`config.mk`:
```
export PLATFORM = sky130hd
export DESIGN_NAME = rx_frame_ctrl
export DESIGN_NICKNAME = d
export VERILOG_FILES = /design/src/rtl/rx_frame_ctrl_pkg.sv /design/src/rtl/baud_tick_gen.sv /design/src/rtl/rx_frame_ctrl.sv
export SDC_FILE = /design/constraint.sdc
export NUM_CORES = 1
export LEC_CHECK = 0
export CORE_MARGIN = 8
export CORE_UTILIZATION = 49
export DETAILED_ROUTE_END_ITERATION = 10
export PLACE_DENSITY = 0.83
export SLEW_MARGIN = 20
export SYNTH_ARGS = -nofsm -noshare
export SYNTH_HDL_FRONTEND = slang
export SYNTH_SLANG_ARGS = --single-unit
export TNS_END_PERCENT = 20
```
`constraint.sdc`:
```
create_clock -name clk -period 2.7 [get_ports clk]
set_clock_uncertainty 0.15 [all_clocks]
set_input_delay 0.405 -clock clk [delete_from_list [all_inputs] [get_ports clk]]
set_output_delay 0.405 -clock clk [all_outputs]
set_load 0.05 [all_outputs]
```
`src/rtl/rx_frame_ctrl_pkg.sv`:
```
// rtl/rx_frame_ctrl_pkg.sv - shared state encoding and frame constants for the serial receive controller
package rx_frame_ctrl_pkg;

    typedef enum logic [1:0] {
        IDLE  = 2'd0,
        START = 2'd1,
        SHIFT = 2'd2,
        CHECK = 2'd3
    } state_t;

    localparam int OVS_DEFAULT = 16;
    // start + 8 data + stop; the start bit doubles as the completion marker
    localparam int FRAME_LEN   = 10;

endpackage

```
`src/rtl/baud_tick_gen.sv`:
```
// rtl/baud_tick_gen.sv - free-running divider producing a one-cycle tick every DIV clocks
module baud_tick_gen #(
    parameter int DIV = 10
) (
    input  logic clk,
    input  logic rst,
    output logic tick
);

    localparam int W = (DIV > 1) ? $clog2(DIV) : 1;
    localparam logic [W-1:0] LAST = W'(DIV - 1);

    logic [W-1:0] cnt;

    always_ff @(posedge clk) begin
        if (rst) begin
            cnt <= '0;
        end else if (cnt == LAST) begin
            cnt <= '0;
        end else begin
            cnt <= cnt + W'(1);
        end
    end

    assign tick = (cnt == LAST);

endmodule

```
`src/rtl/rx_frame_ctrl.sv`:
```
// rtl/rx_frame_ctrl.sv - 8N1 receiver sequencing an external 10-bit shift register, with valid/ack delivery
module rx_frame_ctrl
    import rx_frame_ctrl_pkg::*;
#(
    parameter int CLK_HZ = 50_000_000,
    parameter int BAUD   = 9_600,
    parameter int OVS    = OVS_DEFAULT
) (
    input  logic                 clk,
    input  logic                 rst,
    input  logic                 rxd,
    input  logic [FRAME_LEN-1:0] sh_q,
    output logic                 sh_ld3ff,
    output logic                 sh_en,
    output logic                 sh_si,
    output logic [7:0]           rx_data,
    output logic                 rx_valid,
    input  logic                 rx_ack,
    output logic                 frame_err,
    output logic                 overrun
);

    localparam int DIV   = (CLK_HZ + (BAUD * OVS) / 2) / (BAUD * OVS);
    localparam int OVS_W = $clog2(OVS);
    localparam logic [OVS_W-1:0] MID  = OVS_W'(OVS / 2 - 1);
    localparam logic [OVS_W-1:0] LAST = OVS_W'(OVS - 1);

    logic             rxd_m, rxd_s, rxd_p;
    logic             tick;
    logic [OVS_W-1:0] ovs_cnt;
    state_t           state, state_n;
    logic             fresh;
    logic             shifted;
    logic             ovs_clr;
    logic             shift_now;

    baud_tick_gen #(.DIV(DIV)) u_tick (
        .clk  (clk),
        .rst  (rst),
        .tick (tick)
    );

    // rxd_p is one cycle behind rxd_s so IDLE can see a genuine 1->0 edge
    always_ff @(posedge clk) begin
        if (rst) begin
            rxd_m <= 1'b1;
            rxd_s <= 1'b1;
            rxd_p <= 1'b1;
        end else begin
            rxd_m <= rxd;
            rxd_s <= rxd_m;
            rxd_p <= rxd_s;
        end
    end

    always_comb begin
        state_n   = state;
        ovs_clr   = 1'b0;
        shift_now = 1'b0;
        case (state)
            IDLE: begin
                if (rxd_p && !rxd_s) begin
                    state_n = START;
                    ovs_clr = 1'b1;
                end
            end
            START: begin
                if (tick && ovs_cnt == MID) begin
                    if (!rxd_s) begin
                        shift_now = 1'b1;
                        ovs_clr   = 1'b1;
                        state_n   = SHIFT;
                    end else begin
                        state_n = IDLE;
                    end
                end
            end
            SHIFT: begin
                if (shifted && !sh_q[0]) begin
                    state_n = CHECK;
                end else if (tick && ovs_cnt == LAST) begin
                    shift_now = 1'b1;
                end
            end
            CHECK: state_n = IDLE;
            default: state_n = IDLE;
        endcase
    end

    assign sh_en    = shift_now & ~rst;
    assign sh_si    = rxd_s;
    assign sh_ld3ff = rst | (state == IDLE && fresh);

    always_ff @(posedge clk) begin
        if (rst) begin
            state     <= IDLE;
            fresh     <= 1'b1;
            shifted   <= 1'b0;
            ovs_cnt   <= '0;
            rx_data   <= '0;
            rx_valid  <= 1'b0;
            frame_err <= 1'b0;
            overrun   <= 1'b0;
        end else begin
            state   <= state_n;
            fresh   <= (state != IDLE) && (state_n == IDLE);
            shifted <= shift_now;
            if (ovs_clr) begin
                ovs_cnt <= '0;
            end else if (tick) begin
                ovs_cnt <= ovs_cnt + OVS_W'(1);
            end
            // a delivery in the same cycle as an ack keeps the new byte valid
            if (state == CHECK) begin
                rx_data   <= sh_q[FRAME_LEN-2:1];
                frame_err <= ~sh_q[FRAME_LEN-1];
                rx_valid  <= 1'b1;
                overrun   <= overrun | (rx_valid & ~rx_ack);
            end else if (rx_ack && rx_valid) begin
                rx_valid <= 1'b0;
            end
        end
    end

endmodule
```
==> flow_summary_export.csv <==
group,metric,value,unit
status,status,"complete, no violations",
floorplanning,dieArea,4690,µm²
timing,finalCritPeriodShare,0.980,
drt,vias,1113,
hold_path,hp-start,"rxd_m$_SDFF_PP1_",
clock_tree,path_clk_slew,0.10,ns
floorplanning,die_h,68.5,µm
clock_tree,cts_tree,"built",
floorplanning,start_util,0.503,
clock_tree,clk_latency,0.34,ns
clock_tree,clock_sinks,31,
drt,drt-vias-per-instance,5.30,
power_and_ir_drop,p_switching,271,µW
critical_path,critical-path-max-stage-delay,0.52,ns
critical_path,cp-start-kind,"flop",
synth,mappedNetlistArea,1350,µm²
synth,syn_avg_cell_area,9.51,µm²
drt,wl_per_cell,14.7,µm
layout,area_growth,35.1,%
layout,multi_input_area,704,µm²
power_and_ir_drop,power_frac_seq,0.472,
power_and_ir_drop,netSwitchingFraction,0.260,
clock_tree,cts_root_buf,"clkbuf_4",
timing,holdWs,0.273,ns
power_and_ir_drop,power_frac_comb,0.161,
timing,worst_slack,0.0539,ns
global_routing,grt_start_max_net_pins,22,
placed_design,io_buffers,27,
hold_path,hp-class,"flop to flop",
placed_design,gp_congestion,0.777,
global_routing,gr-total-overflow,0,
placed_design,dp_hpwl,2.11,mm
floorplanning,placementRows,19,
synth,ys.warnings.count,0,
synth,synth_top_area_share,0.460,
layout,seq_area,629,µm²
power_and_ir_drop,p_clk_frac,0.367,
critical_path,reg2reg_from,"u_tick.cnt[7]$_SDFF_PP0_",
layout,num-fill-cells,201,
global_routing,grt_pass1_wl,4.71,mm
timing,hold_viol,0,
timing,min_period,2.65,ns
power_and_ir_drop,peakVddDrop,0.000478,V
drt,drc,0,
timing,relSlewSlack,0.621,
layout,antenna_cells,0,
global_routing,grt_pass1_vias,1087,
timing,setup_viol,0,
floorplanning,core_area,2690,µm²
critical_path,crit_path_cell_trace,"or4b_4 -> or2_4 -> o32ai_4 -> and3_4 -> buf_12",
synth,synth.top_cells.by_area,"dfxtp_1 46%, nor2_1 7.5%, mux2i_1 7.4%",
layout,drive_gt1_frac,0.173,
synth,syn-num-nets,163,
floorplanning,num_io_pins,28,
floorplanning,die_w,68.5,µm
critical_path,crit_arrival,2.09,ns
synth,ys.flop_type,"dfxtp_1",
synth,synth_edf_count,0,
critical_path,crit_start,"u_tick.cnt[7]$_SDFF_PP0_",
synth,synth_top_area_cell,"dfxtp_1",
global_routing,antenna_found_initial,0,
synth,ys_top_cells_by_count,"31 x dfxtp_1, 27 x nor2_1, 10 x mux2i_1",
placed_design,dpl_worst_slack,0.268,ns
power_and_ir_drop,power_density,570,nW/µm²
synth,synth_seq_cells,31,
global_routing,grt_use_total,0.135,
critical_path,crit_required,2.14,ns
layout,nNetsFinal,199,
power_and_ir_drop,p_int,770,µW
critical_path,crit_path_top_delay_cell,"or4b_4",
timing,final_max_slew_viol_count,0,
synth,async_flop_share,0,
timing,worstMarginPinSlew,0.569,ns
drt,ant_nets,0,
drt,firstDrtPassIters,4,
synth,ys_types,35,
flow_run,max-cap-violations,0,
clock_tree,cts_htree_levels,2,
clock_tree,clockBufferDepth,2,
critical_path,path_class,"flop to primary output",
timing,fmax,378,MHz
clock_tree,cts-buffers-inserted,5,
synth,synth.most_common_cell,"dfxtp_1",
critical_path,crit_path_max_fanout,3,
drt,wirelength,3.09,mm
critical_path,end_kind,"primary output",
synth,seq_area_frac_synth,0.460,
synth,synth_cells,142,
power_and_ir_drop,leakage,0.000693,µW
drt,drt_iter0_markers,67,
==> path summary, 6_finish.rpt <==
kind	endpoint	slack, ns	cells after the start
setup / recovery	sh_en	0.05	5
hold reg to reg	sh_si$_SDFF_PP1_	0.27	1
setup reg to reg	ovs_cnt[1]$_SDFFE_PP0N_	0.63	6
hold / removal	sh_si$_SDFF_PP1_	0.27	1
==> logic make-up after synthesis <==
family | count (synthesis) | share of synthesized area
AO/OA/AOI/OAI | 7 | 0.0491
XOR/XNOR | 10 | 0.0649
adder cells (fa/ha/maj) | 7 | 0.0649
buffers and inverters | 11 | 0.0361
flip-flops | 31 | 0.460
multiplexers | 10 | 0.0741
AND/OR/NAND/NOR | 66 | 0.251
==> power by group through the flow <==
stage	sequential, µW	clock, µW	combinational, µW
finish	491	381	167
global route	493	411	182
CTS	491	386	165
detailed placement	501	0	161
global placement	499	0	160
floorplan	508	0	90.3
==> state kept, by name, summed over array words and instances, names as in the netlist, 2 cells and up <==
name,cells
ovs_cnt,4
u_tick.cnt,9
rx_data,8
state,2
==> per-stage QoR <==
step	power (µW)	area, µm²	instances	setup TNS [ns]	utilization
after floorplan	599	1350	142	0	-
after global placement	659	1660	196	0	0.618
after detailed placement	662	1660	196	0	0.618
after CTS	1040	1790	207	0	0.665
after global routing	1090	1820	210	-0.0136	0.679
final	1040	1820	210	0	0.679
==> layer usage <==
layer,part of all wire,global-route usage,up-vias
met5,0,0,-
met4,0.020,0.0742,0
met3,0.052,0.0468,7
met2,0.52,0.244,21
met1,0.40,0.131,532
li1,-,-,553
==> critical path: cells and delay by family, from the launching register on <==
family | cells | cell delay [ns]
buffers and inverters | 1 | 0.13
DFF | 1 | 0.34
and+or+nand+nor | 3 | 1.01
AOI/OAI and AO/OA | 1 | 0.27
==> cell type report <==
cell class	instances	share of cell area
clock buffer	6	0.0281
timing repair buffer	34	0.188
clock inverter	2	0.0192
sequential	31	0.345
inverter	6	0.0123
multi-input combinational	100	0.386
tap	31	0.0213
==> repair_timing <==
action | in CTS | in global routing
setup endpoints to repair | 1 | 1
resized for setup | 6 | 4
buffers inserted | 3 | 3
gates cloned | 0 | 0
pin swaps | 5 | 3
hold buffers | 0 | 0
==> cells in the final DEF, fill, tap and decap left out, types with 2 or more instances in the layout <==
cell             netlist  routed
a211oi_1               2       2
and3_1                 3       2
buf_12                 0       2
buf_4                  0       7
clkbuf_4               0       5
clkdlybuf4s50_1        0      25
dfxtp_1               31      26
dfxtp_2                0       4
ha_1                   7       7
inv_1                  6       6
mux2i_1               10      10
nand2_1                7       7
nand3_1                5       5
nand4_1                2       2
nor2_1                27      27
nor2b_1                2       2
nor3_1                 5       5
or2_2                  3       3
xnor2_1                3       3
xor2_1                 7       7
Power figures use the tool's default switching activity.
